==> src/rtl/counter_ctrl_pkg.sv <==
`default_nettype none
// ============================================================================
// counter_ctrl_pkg : shared state encoding and command opcodes
// Rev 1.0
// ============================================================================
package counter_ctrl_pkg;

   typedef enum logic [2:0] {
      IDLE  = 3'd0,
      LOAD  = 3'd1,
      RUN   = 3'd2,
      PAUSE = 3'd3,
      DONE  = 3'd4
   } state_t;

   localparam logic [1:0] OP_START  = 2'b00;
   localparam logic [1:0] OP_PAUSE  = 2'b01;
   localparam logic [1:0] OP_RESUME = 2'b10;
   localparam logic [1:0] OP_ABORT  = 2'b11;

endpackage
`default_nettype wire

==> src/rtl/prescale_tick.sv <==
`default_nettype none
// ============================================================================
// prescale_tick : tick divider, tick while count equals period; wraps on tick
// Rev 1.0
// ============================================================================
module prescale_tick #(
   parameter int PRESCALE_W = 16
) (
   input  logic                  clk,
   input  logic                  rst,
   input  logic                  clr,
   input  logic                  en,
   input  logic [PRESCALE_W-1:0] period,
   output logic                  tick
);

   localparam logic [PRESCALE_W-1:0] c_one = PRESCALE_W'(1);

   logic [PRESCALE_W-1:0] r_cnt;

   assign tick = (r_cnt == period);

   // en low freezes the count so a pause resumes mid-period
   always_ff @(posedge clk or posedge rst) begin
      if (rst) begin
         r_cnt <= '0;
      end else if (clr) begin
         r_cnt <= '0;
      end else if (en) begin
         r_cnt <= tick ? '0 : (r_cnt + c_one);
      end
   end

endmodule
`default_nettype wire

==> src/rtl/counter_ctrl.sv <==
`default_nettype none
// ============================================================================
// counter_ctrl : command sequencer driving an external up-counter
// Option macro: AUTO_RELOAD_EN (DONE reloads and repeats instead of holding)
// Rev 1.0
// ============================================================================
module counter_ctrl #(
   parameter int WIDTH      = 8,
   parameter int PRESCALE_W = 16
) (
   input  logic                  clk,
   input  logic                  rst,
   input  logic                  cmd_valid,
   output logic                  cmd_ready,
   input  logic [1:0]            cmd_op,
   input  logic [WIDTH-1:0]      cmd_start,
   input  logic [WIDTH-1:0]      cmd_end,
   input  logic [PRESCALE_W-1:0] cmd_prescale,
   input  logic [WIDTH-1:0]      cnt_q,
   output logic                  cnt_ld,
   output logic [WIDTH-1:0]      cnt_v,
   output logic                  cnt_inc,
   output logic                  busy,
   output logic                  done
);

   import counter_ctrl_pkg::*;

   state_t                r_state;
   state_t                w_state_nxt;
   logic [WIDTH-1:0]      r_start;
   logic [WIDTH-1:0]      r_end;
   logic [PRESCALE_W-1:0] r_prescale;
   logic                  r_busy;
   logic                  r_done;
   logic                  w_busy_nxt;
   logic                  w_acc;
   logic                  w_start;
   logic                  w_pause;
   logic                  w_resume;
   logic                  w_abort;
   logic                  w_term;
   logic                  w_tick;
   logic                  w_pre_en;

   assign cmd_ready = (r_state != LOAD);
   assign w_acc     = cmd_valid && cmd_ready;
   assign w_start   = w_acc && (cmd_op == OP_START);
   assign w_pause   = w_acc && (cmd_op == OP_PAUSE);
   assign w_resume  = w_acc && (cmd_op == OP_RESUME);
   assign w_abort   = w_acc && (cmd_op == OP_ABORT);
   assign w_term    = (cnt_q == r_end);

   always_comb begin
      w_state_nxt = r_state;
      cnt_ld      = 1'b0;
      case (r_state)
         IDLE: begin
            if (w_start) w_state_nxt = LOAD;
         end
         LOAD: begin
            cnt_ld      = 1'b1;
            w_state_nxt = RUN;
         end
         RUN: begin
            if (w_abort)      w_state_nxt = IDLE;
            else if (w_start) w_state_nxt = LOAD;
            else if (w_term)  w_state_nxt = DONE;
            else if (w_pause) w_state_nxt = PAUSE;
         end
         PAUSE: begin
            if (w_abort)       w_state_nxt = IDLE;
            else if (w_start)  w_state_nxt = LOAD;
            else if (w_resume) w_state_nxt = RUN;
         end
         DONE: begin
            if (w_abort)      w_state_nxt = IDLE;
            else if (w_start) w_state_nxt = LOAD;
`ifdef AUTO_RELOAD_EN
            else              w_state_nxt = LOAD;
`endif
         end
         default: w_state_nxt = IDLE;
      endcase
   end

   // The prescaler only advances on RUN cycles that stay in RUN, so the
   // increment and the prescaler step are suppressed together on any exit.
   assign w_pre_en = (r_state == RUN) && (w_state_nxt == RUN);
   assign cnt_inc  = w_pre_en && w_tick;

`ifdef AUTO_RELOAD_EN
   assign w_busy_nxt = (w_state_nxt != IDLE);
`else
   assign w_busy_nxt = (w_state_nxt == LOAD) || (w_state_nxt == RUN) ||
                       (w_state_nxt == PAUSE);
`endif

   always_ff @(posedge clk or posedge rst) begin
      if (rst) begin
         r_state <= IDLE;
         r_busy  <= 1'b0;
         r_done  <= 1'b0;
      end else begin
         r_state <= w_state_nxt;
         r_busy  <= w_busy_nxt;
         r_done  <= (r_state == RUN) && (w_state_nxt == DONE);
      end
   end

   always_ff @(posedge clk or posedge rst) begin
      if (rst) begin
         r_start    <= '0;
         r_end      <= '0;
         r_prescale <= '0;
      end else if (w_start) begin
         r_start    <= cmd_start;
         r_end      <= cmd_end;
         r_prescale <= cmd_prescale;
      end
   end

   prescale_tick #(
      .PRESCALE_W (PRESCALE_W)
   ) u_prescale (
      .clk    (clk),
      .rst    (rst),
      .clr    (cnt_ld),
      .en     (w_pre_en),
      .period (r_prescale),
      .tick   (w_tick)
   );

   assign cnt_v = r_start;
   assign busy  = r_busy;
   assign done  = r_done;

endmodule
`default_nettype wire

==> config.mk <==
export PLATFORM = sky130hd
export DESIGN_NAME = counter_ctrl
export DESIGN_NICKNAME = d
export VERILOG_FILES = /design/src/rtl/counter_ctrl_pkg.sv /design/src/rtl/prescale_tick.sv /design/src/rtl/counter_ctrl.sv
export SDC_FILE = /design/constraint.sdc
export NUM_CORES = 1
export LEC_CHECK = 0
export CAP_MARGIN = 20
export CORE_MARGIN = 2
export CORE_UTILIZATION = 35
export DETAILED_ROUTE_END_ITERATION = 6
export GPL_TIMING_DRIVEN = 1
export PLACE_DENSITY_LB_ADDON = 0.15
export SETUP_SLACK_MARGIN = 0.02
export SLEW_MARGIN = 20
export SYNTH_ARGS = -nofsm -noshare
export SYNTH_HDL_FRONTEND = slang
export SYNTH_SLANG_ARGS = --single-unit
export TNS_END_PERCENT = 10
==> constraint.sdc <==
create_clock -name clk -period 1.78 [get_ports clk]
set_input_delay 0.356 -clock clk [delete_from_list [all_inputs] [get_ports clk]]
set_output_delay 0.356 -clock clk [all_outputs]
set_load 0.02 [all_outputs]
==> metrics.md, run 1 <==
| Metric | Value |
|---|---|
| FMAX | 480.9 MHz |
| Unrepaired setup endpoints after global routing | yes |
| Clk sinks | 53 |
| Post-synth EDFFs | 0 |
| Max-slew violation count | 0 |
| Hold Path Class | input port to asynchronous set/reset pin |
| Async SR Flop Fraction | 1.000 |
| Status | finished, violations left |
| WL met1 | between 2000 and 3000 um |
| WP data arrival | 1.72 ns |
| Power density of the placed cells | ~1100 nW/um^2 |
| Final worst slack | -0.2994 ns |
| CTS tree | done |
| Met3 WL | 230 um |
| Rel. slew slack | 0.7941 |
| Yosys warnings | 0 |
| Met2 WL | around 2800 um |
| Crit-path max FO | 2 |
| # setup viols final | 13 |
| Share of layout cells above drive strength 1 | 0.3252 |
| Final min period | 2.079 ns |
| Total grt overflow | 0 |
| Die width | approximately 91 um |
| Slew @ Worst Pin | slightly above 0.3 ns |
| Clk_skew | approximately 0.012 ns |
| Pwr Total | 4.344 mW |
| Pre-CTS setup slack | -0.6291 ns |
| Worst Setup End Kind | output pin |
| Number of distinct library cells after synthesis | 40 |
| DR iter-0 viols | 87 |
| Leakage | 1.728 nW |
| Via count | 2114 |
| H-tree depth | 2 |
| Pre-Repair DR Iteration Count | 4 |
| Die Y | 90.98 um |
| Top_reg_cell synth | dfrtp_1 |
| Hold Vio Cnt, Final | 0 |
| Crit path required time | 1.42 ns |
| Most frequent cells in the layout | 53 x clkdlybuf4s50_1, 52 x dfrtp_1, 34 x buf_4, 19 x mux2_2, 19 x xor2_1 |
| Placeable Area | 7292 um^2 |
| Initial Util | 0.3631 |
| Worst-path clk slew | 0.10 ns |
| Mapped Nets | 277 |
| Antenna-violating nets left | 0 |
| Synthesized instance count | around 230 |
| Die area | roughly 8300 um^2 |
| CTS Buf Count | 5 |
| Final Util | 0.5367 |
| NumNets Final | between 300 and 400 |
| Leading cell type in the layout, fill and taps excluded | clkdlybuf4s50_1 |
| Flop2flop setup slack | -0.10 ns |
| Post-DR wirelength/cell | ~14 um |
| Placer Congestion | ~0.81 |
| Highest Signal Layer | met4 |
| Port bufs | between 50 and 60 |
| FP Rows | 31 |
| Peak VDD IR | around 420 uV |
| Worst Setup Path Type | register to output pin |
| Area Growth Syn to Fin | 47.83% |
| Fin crit share | 1.168 |
| CTS root buffer | clkbuf_8 |
| Area of the mapped netlist | between 2000 and 3000 um^2 |
| GRT Total Usage | 0.1490 |
| DRC violations left | 0 |
| Crit start category | register |
| Number of antenna cells inserted | 0 |
| First-pass GRT wire length | around 10000 um |
| Vias per inst | around 4.9 |
| CTS Buffer Depth | 2 |
| Hold buffers post-CTS | 0 |
| # fillers | a little under 700 |
| Largest net degree at the start of global routing | 33 |
| Vias in the first global route | 2139 |
| Clk_lat worst skew | 0.31 ns |
| Final WL | just under 6000 um |
| Failing checks | setup timing |
| Post-DP HPWL | ~4400 um |
| I/O Pins | between 50 and 60 |
| Syn avg cell area | ~11 um^2 |
| Post-synthesis sequential area ratio | 0.5009 |
| Initial antenna violation count | 0 |
| Max_cap viols | 0 |
| Flops & latches, synth | 53 |
layout make-up:
| cell class | instances | area, um^2 | share of cell area |
|---|---|---|---|
| Tap cell | 99 | 123.9 | 0.03165 |
| Inverter | 8 | 30.03 | 0.007673 |
| Multi-Input combinational cell | 160 | 1380 | 0.3526 |
| Sequential cell | 53 | 1328 | 0.3392 |
| Timing Repair Buffer | 100 | 955.9 | 0.2442 |
| Clock buffer | 6 | 82.58 | 0.02110 |
| Clock inverter | 2 | 13.76 | 0.003517 |
sequential cells by signal (all words and copies together) (netlist names):
signal	cells
r_state	3
r_prescale	16
u_prescale.r_cnt	16
done	1
r_end	8
cnt_v	8
busy	1
routing by layer:
metal | vias up | global-route usage
li1 | 1035 | -
met3 | 11 | 0.02822
met1 | 1027 | 0.2045
met4 | 0 | 0.05051
met2 | 41 | 0.2370
met5 | - | 0
kinds of logic after synthesis:
logic type / after synthesis / share of synthesized area
AND/OR/NAND/NOR: 73 / 0.1640
flip-flops: 53 / 0.5009
multiplexers: 32 / 0.1361
AO/OA/AOI/OAI: 27 / 0.07373
XOR/XNOR: 27 / 0.08932
buffers and inverters: 18 / 0.03119
adder cells (fa/ha/maj): 1 / 0.004725
synth_stat cells, types with 3 or more instances:
library cell | number | share of area
o211ai_1 | 5 | 0.014
dfrtp_1 | 53 | 0.50
or2_2 | 3 | 0.0071
o31ai_1 | 3 | 0.0085
o21ai_0 | 4 | 0.0076
nor4_1 | 6 | 0.014
mux2_2 | 32 | 0.14
nand2b_1 | 3 | 0.0071
nand4_1 | 12 | 0.028
nand2_1 | 5 | 0.0071
inv_1 | 7 | 0.0099
nor2_1 | 7 | 0.0099
nand3_1 | 19 | 0.036
buf_2 | 6 | 0.011
a21oi_1 | 4 | 0.0076
nor3b_1 | 3 | 0.0085
and3_1 | 3 | 0.0071
xnor2_1 | 8 | 0.026
xor2_1 | 19 | 0.063
or4b_1 | 5 | 0.019
power breakdown:
| part | switching, mW | leakage (nW) | total, mW | internal (mW) |
|---|---|---|---|---|
| Sequential | 0.215 | 0.626 | 1.74 | 1.53 |
| Combinational | 0.847 | 1.05 | 1.87 | 1.02 |
| Clock | 0.419 | 0.0512 | 0.736 | 0.317 |
| Total | 1.48 | 1.73 | 4.34 | 2.86 |
repair_timing:
item	in CTS	in global routing
buffers inserted	1	2
endpoints found under the setup margin	19	43
pin swaps	24	5
gates resized for setup	24	26
worst paths after layout:
path	startpoint	end	depth (start not counted)
worst max-delay path	r_prescale[1]$_DFFE_PP0P_	cnt_inc	6
worst min-delay path	rst	r_end[5]$_DFFE_PP0P_	2
worst max register to register	r_prescale[1]$_DFFE_PP0P_	u_prescale.r_cnt[2]$_DFFE_PP0P_	8
worst min register to register	cnt_v[7]$_DFFE_PP0P_	cnt_v[7]$_DFFE_PP0P_	1
max in group asynchronous	rst	r_state[1]$_DFF_PP0_	3
min in group clk	cnt_v[7]$_DFFE_PP0P_	cnt_v[7]$_DFFE_PP0P_	1
worst max-delay path, cell delays in order (launching register included):
cell and delay, ns:
dfrtp_1 0.39, xor2_1 0.17, nor4_2 0.28, buf_4 0.15, nand4_1 0.16, nor2_4 0.14, buf_6 0.12
metrics by stage:
| stage | setup TNS [ns] | instances | hold WS, ns | cell area, um^2 |
|---|---|---|---|---|
| floorplan | -0.2444 | 231 | 0.4533 | 2689 |
| global placement | -8.857 | 419 | 0.4881 | 3656 |
| detailed placement | -9.232 | 419 | 0.4933 | 3656 |
| CTS | -1.499 | 428 | 0.3053 | 3811 |
| global route | -2.372 | 428 | 0.3236 | 3914 |
| finish | -1.225 | 428 | 0.3011 | 3914 |
No activity file was read; power rests on OpenSTA's default activity.
==> run 2, diff against run 1 <==
SLEW_MARGIN = unset   (was 20)
==> results of run 2 <==
Same layout as run 1: the final DEF is identical, and so are final timing and power.
